==> config.mk <==
export PLATFORM = sky130hd
export DESIGN_NAME = ioctl_rom_router
export DESIGN_NICKNAME = d
export VERILOG_FILES = /design/src/rtl/ioctl_pkg.sv /design/src/rtl/ioctl_region_decode.sv /design/src/rtl/ioctl_rom_router.sv
export SDC_FILE = /design/constraint.sdc
export NUM_CORES = 1
export LEC_CHECK = 0
export ABC_CLOCK_PERIOD_IN_PS = 3700
export CORE_MARGIN = 10
export CORE_UTILIZATION = 50
export CTS_CLUSTER_DIAMETER = 60
export CTS_CLUSTER_SIZE = 25
export DETAILED_ROUTE_END_ITERATION = 6
export GPL_TIMING_DRIVEN = 0
export HOLD_SLACK_MARGIN = 0.12
export MAX_ROUTING_LAYER = met4
export PLACE_DENSITY_LB_ADDON = 0.08
export SLEW_MARGIN = 5
export SYNTH_ARGS = -nofsm -noshare
export SYNTH_HDL_FRONTEND = slang
export SYNTH_HIERARCHICAL = 1
export SYNTH_SLANG_ARGS = --single-unit
==> constraint.sdc <==
create_clock -name clk_sys -period 3.7 [get_ports clk_sys]
set_clock_uncertainty 0.05 [all_clocks]
set_input_delay 0.74 -clock clk_sys [delete_from_list [all_inputs] [get_ports clk_sys]]
set_output_delay 0.74 -clock clk_sys [all_outputs]
set_load 0.05 [all_outputs]
==> src/rtl/ioctl_pkg.sv <==
// Shared types and constants for the ioctl download router.
package ioctl_pkg;

    // Download sequencing states.
    typedef enum logic [1:0] {
        StIdle  = 2'd0,
        StLoad  = 2'd1,
        StDrain = 2'd2,
        StDone  = 2'd3
    } state_e;

    // Default ioctl_index selectors.
    localparam logic [7:0] IDX_ROM = 8'd0;
    localparam logic [7:0] IDX_MOD = 8'd1;
    localparam logic [7:0] IDX_DIP = 8'd254;

    // Hold register geometry; sized for the default 4-region, 25-bit layout.
    localparam int unsigned HOLD_SEL_W = 2;
    localparam int unsigned HOLD_AW    = 25;

    typedef struct packed {
        logic                  valid;
        logic [HOLD_SEL_W-1:0] sel;
        logic [HOLD_AW-1:0]    addr;
        logic [7:0]            data;
    } hold_t;

endpackage

==> src/rtl/ioctl_region_decode.sv <==
// Combinational address decode: byte address -> {hit, region, region-relative address}.
module ioctl_region_decode #(
    parameter int unsigned        NREG     = 4,
    parameter int unsigned        AW       = 25,
    parameter int unsigned        SW       = (NREG > 1) ? $clog2(NREG) : 1,
    parameter logic [NREG*AW-1:0] REG_BASE = {25'h0C000, 25'h08000, 25'h04000, 25'h00000},
    parameter logic [AW-1:0]      ROM_END  = 25'h10000
) (
    input  logic [AW-1:0] i_addr,
    output logic          o_hit,
    output logic [SW-1:0] o_sel,
    output logic [AW-1:0] o_rebased
);

    logic w_any;

    // Bases are ascending, so the last base not above the address wins.
    always_comb begin
        w_any     = 1'b0;
        o_sel     = '0;
        o_rebased = '0;
        for (int unsigned i = 0; i < NREG; i++) begin
            if (i_addr >= REG_BASE[i*AW +: AW]) begin
                w_any     = 1'b1;
                o_sel     = SW'(i);
                o_rebased = i_addr - REG_BASE[i*AW +: AW];
            end
        end
        o_hit = w_any && (i_addr < ROM_END);
    end

endmodule

==> src/rtl/ioctl_rom_router.sv <==
// Routes the HPS ioctl byte stream to ROM regions (with back-pressure), the DIP bank
// and the mod byte, and pulses dl_done when a ROM download has fully drained.
module ioctl_rom_router
    import ioctl_pkg::*;
#(
    parameter int unsigned        NREG      = 4,
    parameter int unsigned        AW        = HOLD_AW,
    parameter logic [NREG*AW-1:0] REG_BASE  = {25'h0C000, 25'h08000, 25'h04000, 25'h00000},
    parameter logic [AW-1:0]      ROM_END   = 25'h10000,
    parameter logic [7:0]         ROM_INDEX = IDX_ROM,
    parameter logic [7:0]         MOD_INDEX = IDX_MOD,
    parameter logic [7:0]         DIP_INDEX = IDX_DIP,
    parameter int unsigned        DIP_BYTES = 8
) (
    input  logic                   clk_sys,
    input  logic                   RESET_n,
    input  logic                   ioctl_download,
    input  logic                   ioctl_wr,
    input  logic [AW-1:0]          ioctl_addr,
    input  logic [7:0]             ioctl_dout,
    input  logic [7:0]             ioctl_index,
    output logic                   ioctl_wait,
    output logic [NREG-1:0]        rom_wr,
    input  logic [NREG-1:0]        rom_ready,
    output logic [AW-1:0]          rom_addr,
    output logic [7:0]             rom_data,
    output logic [DIP_BYTES*8-1:0] dip_sw,
    output logic [7:0]             mod_byte,
    output logic                   mod_valid,
    output logic                   dl_done,
    output logic                   err_drop
);

    localparam int unsigned SW = (NREG > 1) ? $clog2(NREG) : 1;

    hold_t                  r_hold;
    state_e                 r_state;
    state_e                 w_state_d;
    logic [DIP_BYTES*8-1:0] r_dip;
    logic [7:0]             r_mod;
    logic                   r_mod_valid;
    logic                   r_err;

    logic                   w_hit;
    logic [SW-1:0]          w_sel;
    logic [AW-1:0]          w_rebased;
    logic [SW-1:0]          w_held_sel;
    logic                   w_rom_req;
    logic                   w_accept;
    logic                   w_load;
    logic                   w_drop;
    logic                   w_dip_we;
    logic                   w_mod_we;

    ioctl_region_decode #(
        .NREG     (NREG),
        .AW       (AW),
        .SW       (SW),
        .REG_BASE (REG_BASE),
        .ROM_END  (ROM_END)
    ) u_decode (
        .i_addr    (ioctl_addr),
        .o_hit     (w_hit),
        .o_sel     (w_sel),
        .o_rebased (w_rebased)
    );

    assign w_held_sel = SW'(r_hold.sel);
    assign w_rom_req  = ioctl_wr && (ioctl_index == ROM_INDEX);
    assign w_accept   = r_hold.valid && rom_ready[w_held_sel];
    // A slot frees up in the same cycle it is accepted, allowing back-to-back writes.
    assign w_load     = w_rom_req && w_hit && (!r_hold.valid || w_accept);
    assign w_drop     = w_rom_req && (!w_hit || (r_hold.valid && !w_accept));
    assign w_dip_we   = ioctl_wr && (ioctl_index == DIP_INDEX) && (ioctl_addr < AW'(DIP_BYTES));
    assign w_mod_we   = ioctl_wr && (ioctl_index == MOD_INDEX) && (ioctl_addr == '0);
    assign ioctl_wait = r_hold.valid && !w_accept;

    // Hold register: load a decoded ROM write, clear it on acceptance.
    always_ff @(posedge clk_sys or negedge RESET_n) begin
        if (!RESET_n) begin
            r_hold <= '0;
        end else if (w_load) begin
            r_hold.valid <= 1'b1;
            r_hold.sel   <= HOLD_SEL_W'(w_sel);
            r_hold.addr  <= HOLD_AW'(w_rebased);
            r_hold.data  <= ioctl_dout;
        end else if (w_accept) begin
            r_hold.valid <= 1'b0;
        end
    end

    // Sticky drop flag, DIP bank and mod byte capture.
    always_ff @(posedge clk_sys or negedge RESET_n) begin
        if (!RESET_n) begin
            r_err       <= 1'b0;
            r_dip       <= '0;
            r_mod       <= '0;
            r_mod_valid <= 1'b0;
        end else begin
            if (w_drop) begin
                r_err <= 1'b1;
            end
            for (int unsigned k = 0; k < DIP_BYTES; k++) begin
                if (w_dip_we && (ioctl_addr == AW'(k))) begin
                    r_dip[k*8 +: 8] <= ioctl_dout;
                end
            end
            if (w_mod_we) begin
                r_mod       <= ioctl_dout;
                r_mod_valid <= 1'b1;
            end
        end
    end

    // FSM state register.
    always_ff @(posedge clk_sys or negedge RESET_n) begin
        if (!RESET_n) begin
            r_state <= StIdle;
        end else begin
            r_state <= w_state_d;
        end
    end

    // FSM next state and the completion pulse.
    always_comb begin
        w_state_d = r_state;
        dl_done   = 1'b0;
        unique case (r_state)
            StIdle:  if (ioctl_download && (ioctl_index == ROM_INDEX)) w_state_d = StLoad;
            StLoad:  if (!ioctl_download) w_state_d = StDrain;
            StDrain: if (!r_hold.valid) w_state_d = StDone;
            StDone: begin
                dl_done   = 1'b1;
                w_state_d = StIdle;
            end
            default: w_state_d = StIdle;
        endcase
    end

    // ROM request outputs are driven only while a write is held.
    always_comb begin
        rom_wr   = '0;
        rom_addr = '0;
        rom_data = '0;
        if (r_hold.valid) begin
            rom_wr[w_held_sel] = 1'b1;
            rom_addr           = AW'(r_hold.addr);
            rom_data           = r_hold.data;
        end
    end

    assign dip_sw    = r_dip;
    assign mod_byte  = r_mod;
    assign mod_valid = r_mod_valid;
    assign err_drop  = r_err;

endmodule

==> results of run 1 <==
==> layer usage <==
layer	track usage	vias to the layer above	wire length (um)
met5	-	-	0
li1	-	1855	-
met1	0.2262	1937	6247
met2	0.3130	136	7143
met3	0.06553	18	1198
met4	0.05620	0	179
==> through the flow <==
stage,util,setup WS [ns],area [um2]
final,0.6877,0.1934,7422
after detailed placement,0.6681,-0.01544,7211
after global routing,0.6877,0.1359,7422
after floorplan,-,0.9961,5475
after global placement,0.6654,-2.383,7182
after CTS,0.6877,0.1787,7422
==> registers in the layout, summed over array words and instances, names as in the netlist <==
name,flops
mod_valid,1
r_state,2
r_hold,34
w_held_sel,2
err_drop,1
dip_sw,64
mod_byte,8
==> cell usage in the layout, fill, tap and decap left out, types with 8 or more instances in the layout <==
cell type / instances
ha_1: 11
clkbuf_8: 11
inv_1: 8
buf_1: 10
and2_1: 34
dfrtp_1: 112
clkdlybuf4s50_1: 152
buf_4: 14
and3_1: 8
nand4_2: 8
mux2_2: 108
==> area by class of cell <==
cell class	instances	share of cell area
Buffer	35	0.02546
Clock buffer	11	0.02040
Clock inverter	5	0.006743
Inverter	8	0.004046
Multi-Input combinational cell	269	0.3306
Sequential cell	112	0.3776
Tap cell	140	0.02360
Timing Repair Buffer	155	0.2116
==> worst min path at each step <==
stage / from / end / slack (ns) / cells after the start
after detailed placement: mod_valid / mod_valid / 0.41 / 1
after global routing: mod_valid / mod_valid / 0.46 / 1
final: mod_valid / mod_valid / 0.43 / 1
after global placement: mod_valid / mod_valid / 0.40 / 1
after CTS: mod_valid / mod_valid / 0.43 / 1
after floorplan: RESET_n / dip_sw[0] / 0.39 / 0
==> cell usage after synthesis, types with 2 or more instances <==
cell type,instances,area share
nand2_1,6,0.0041
and2_1,34,0.039
and4_1,3,0.0048
buf_2,4,0.0037
nor4_1,7,0.0080
nor2_1,6,0.0041
nor4_4,3,0.012
clkbuf_1,7,0.0048
inv_1,8,0.0055
buf_4,14,0.019
a2bb2oi_1,2,0.0032
nor3b_1,4,0.0055
a21oi_1,4,0.0037
and3_1,8,0.0091
or2_2,5,0.0057
nand4_2,8,0.018
mux2_2,108,0.22
nand4_1,2,0.0023
nand4b_1,2,0.0032
xnor2_1,3,0.0048
o31ai_1,2,0.0027
dfrtp_1,112,0.51
buf_1,10,0.0069
a21o_1,5,0.0069
nor2b_1,2,0.0023
ha_1,11,0.025
a221oi_1,2,0.0032
and3b_1,3,0.0048
or3_1,2,0.0023
a31oi_1,2,0.0023
nor3_1,7,0.0064
o21ai_0,7,0.0064
or4_1,2,0.0027
==> critical path, cell delays in order <==
cell	delay, ns
clkdlybuf4s50_1	0.41
mux4_2	0.48
nand2b_1	0.20
inv_1	0.09
clkdlybuf4s50_1	0.80
==> logic make-up (layout without fill, tap and decap cells) <==
kind of cell    count (synthesis)  after routing  share of synthesized area
simple gates                  112            112                     0.1472
flops                         112            112                     0.5119
buf+inv                        43            214                    0.03999
mux                           110            110                     0.2281
xor+xnor                        4              4                   0.006400
fa+ha+maj                      11             11                    0.02514
compound gates                 32             32                    0.04136
==> what timing repair did <==
| item | in CTS | in global routing |
|---|---|---|
| hold buffers | 1 | 0 |
| buffers inserted | 0 | 0 |
| hold endpoints to repair | 5 | 0 |
==> power by group <==
group,switching (mW),leakage [nW],internal [mW],total [mW]
combinational,0.156,1.88,0.123,0.278
sequential,0.0111,1.56,1.24,1.25
clock,0.430,0.0993,0.294,0.724
==> results.yml, run 1 <==
cts:
  h-tree-depth: 3
  cts_sinks: 112
  clock_latency_ns: 0.37
  path_clk_slew_ns: 0.11
  clockBufferDepth: 2
  cts_resized: 0
  cts-root-buf: "clkbuf_8"
  numCtsBuffers: 9
  tritoncts: "built"
worst_setup_path:
  crit_fanout: 3
  r2r-start: "w_held_sel[0]"
  crit_arrival_ns: 2.72
  rr_endpoint: "r_hold[11]"
  critPathLaunch: "rom_ready[3]"
  worst-r2r-cell-count: 6
  worstPathRequired_ns: 2.91
  start_kind: "primary input"
  crit_end: "ioctl_wait"
  reg2reg_slack_ns: 1.06
  path_class: "primary input to primary output"
  crit_path_end_kind: "primary output"
yosys:
  ys_seq_elements: 112
  syn_area_um2: 5475
  yosys_warnings: 6
  async_flop_share: 1.000
  synth_edf_count: 0
  syn-num-nets: 484
  seq_area_frac_synth: 0.5119
  ys.flop_type: "dfrtp_1"
  avgSynthCellArea_um2: 12.91
  synthCells: 424
  synth_cell_types: 52
outcome:
  status: "finished clean"
finish:
  seq_area_um2: 2803
  final_layout_size_suffix_gt1_frac: 0.2790
  final_cells: 735
  area_growth_pct: 35.56
  num-fill-cells: 824
  multi_input_area_um2: 2454
  nets: 650
  antenna_cells: 0
route:
  num_vias: 3946
  wl_per_cell_um: 20.09
  antenna_left: 0
  drtIter0Drc: 172
  vias_per_cell: 5.369
  first_pass_iters: 4
  drcViolationCount: 0
  finalWirelength_mm: 14.77
floorplanning:
  die_w_um: 124.6
  rows: 38
  io_pins: 162
  die_h_um: 124.6
  start_util: 0.5073
  core-area_um2: 10790
  dieArea_um2: 15540
placed_design:
  place.gp.congestion: 0.8266
  hpwl_mm: 11.30
  port_buffers: 153
  dp_cells: 718
sta:
  worst_pin_slew_ns: 0.6679
  slew_headroom: 0.5514
  period_share: 0.9477
  holdWs_ns: 0.4275
  finalSetupTns_ns: 0
  rsz0062_at_grt: "false"
  drv_slew: 0
  hold_viol: 0
  fin_crit_ns: 3.507
  fmax_mhz: 285.2
  final-setup-viol-count: 0
global_routing:
  grt_pass1_wl_mm: 23.60
  overflow: 0
  grt_use_total: 0.1943
  grt_max_degree: 95
  grt_pass1_vias: 4307
  antenna_found_initial: 0
pwr:
  p_leak_nw: 3.538
  peakVddDrop_v: 0.0002214
  power_mw: 2.250
  cellPowerDensity_nw_per_um2: 303.2
flow_run:
  maxCapViolCount: 0
hold_path:
  hold_class: "register to register"
No activity file was read; power rests on OpenSTA's default activity.
==> run 2, diff against run 1 <==
Settings changed: CORE_MARGIN 10 to default.
==> run 2 against run 1 <==
Compared with the run above:
- clock power is 2% lower
- final cell count fell by 0.68%
- design area shrank 0.39%
- worst setup slack better by 0.0024 ns
- sequential power hardly changed
- first-iteration DRC count grew 25%
- highest routed layer unchanged
==> results.yml, run 2 (same netlist as run 1, synthesis figures left out) <==
pwr:
  pwr-share-seq: 0.559
  switching_power_mw: 0.6155
  power.internal_mw: 1.620
  p_leak_nw: 3.533
  combPwrFrac: 0.125
  peakVddDrop_v: 0.0002611
  p_clk_frac: 0.317
  swShare: 0.2754
  cellPowerDensity_nw_per_um2: 302.3
route:
  wl_per_cell_um: 18.67
  drtIter0Drc: 215
  first_pass_iters: 4
  finalWirelength_mm: 13.63
  num_vias: 4055
  vias_per_cell: 5.555
  antenna_left: 0
  drcViolationCount: 0
sta:
  rsz0062_at_grt: "false"
  final-setup-viol-count: 0
  fin_crit_ns: 3.504
  worst_pin_slew_ns: 0.7185
  hold_viol: 0
  fmax_mhz: 285.4
  finalSetupTns_ns: 0
  slew_headroom: 0.5174
  period_share: 0.9471
  drv_slew: 0
global_routing:
  grt_pass1_wl_mm: 21.90
  grt_max_degree: 76
  antenna_found_initial: 0
  met3_usage: 0.05046
  grt-busiest-layer: "met2"
  grt_use_total: 0.2591
  met1_usage: 0.3220
  grt_pass1_vias: 4227
  met2_usage: 0.4304
  overflow: 0
finish:
  nets: 649
  final_common_cell: "clkdlybuf4s50_1"
  area_growth_pct: 35.03
  final_layout_size_suffix_gt1_frac: 0.2795
  largest_reg_flops: 64
  antenna_cells: 0
  post-route-util: 0.7066
  design_area_um2: 7393
  most-common-layout-cells: "152 x clkdlybuf4s50_1, 112 x dfrtp_1, 108 x mux2_2, 34 x and2_1, 14 x buf_4"
floorplanning:
  die_h_um: 106.6
  die_w_um: 106.6
  core-area_um2: 10460
  io_pins: 162
  rows: 37
  start_util: 0.5233
  dieArea_um2: 11370
worst_setup_path:
  start_kind: "primary input"
  crit_arrival_ns: 2.71
  reg2reg_slack_ns: 1.04
  crit_fanout: 3
  crit_path_end_kind: "primary output"
  path_class: "primary input to primary output"
  worstPathRequired_ns: 2.91
placed_design:
  hpwl_mm: 9.954
  place.gp.congestion: 0.8018
  port_buffers: 153
  dpl-instance-area_um2: 7206
cts:
  numCtsBuffers: 9
  clockBufferDepth: 2
  cts_hold_buffers: 0
  post-cts-setup-buffers: 0
  cts-root-buf: "clkbuf_8"
  tritoncts: "built"
  cts_sinks: 112
  clock_latency_ns: 0.37
  path_clk_slew_ns: 0.11
  cts_resized: 0
  h-tree-depth: 3
hold_path:
  hold_class: "primary input to async pin"
flow_run:
  maxCapViolCount: 0
outcome:
  status: "finished clean"
[run 2: final timing paths]
path / end / depth (start not counted) / start
worst max-delay path: ioctl_wait / 5 / rom_ready[3]
worst min-delay path: r_hold[19] / 1 / RESET_n
worst max register to register: r_hold[12] / 6 / w_held_sel[0]
worst min register to register: mod_valid / 1 / mod_valid
max in group asynchronous: dip_sw[39] / 2 / RESET_n
min in group clk_sys: mod_valid / 1 / mod_valid
[run 2: layer usage]
layer,vias to the layer above,wire length [um]
met4,0,85
met3,10,841
li1,1852,-
met5,-,0
met2,130,6849
met1,2063,5856
[run 2: power by group through the flow]
stage	registers (mW)	clock network, mW	logic (mW)
floorplan	1.27	0	0.142
global route	1.25	0.777	0.306
detailed placement	1.27	0	0.280
global placement	1.27	0	0.262
finish	1.25	0.708	0.279
CTS	1.25	0.729	0.281
[run 2: critical path, cell delays in order]
cell and delay (ns):
clkdlybuf4s50_1 0.40, mux4_2 0.46, nand2b_1 0.21, inv_1 0.10
clkdlybuf4s50_1 0.80
[run 2: final cells by class]
class	instances	area (um2)
repair buffers	154	1560
clock inverters	7	63.81
fillers	803	3069
flip-flops and latches	112	2803
clock buffers	9	123.9
plain buffers	35	188.9
inverters	8	30.03
multi-input cells	269	2454
well taps	136	170.2
[run 2: metrics by stage]
stage,hold slack [ns],std cells,total power [mW],setup slack (ns)
floorplan,0.3944,424,1.415,0.9961
global placement,0.4040,713,1.534,-2.368
detailed placement,0.4124,714,1.552,-0.04319
CTS,0.1976,730,2.259,0.1965
global route,0.2045,730,2.336,0.1017
finish,0.2017,730,2.235,0.1959
==> run 3, diff against run 2 <==
Settings changed: CTS_CLUSTER_SIZE 25 to 14.
==> results of run 3 <==
Final layout, timing and power as in run 2 (identical DEF).
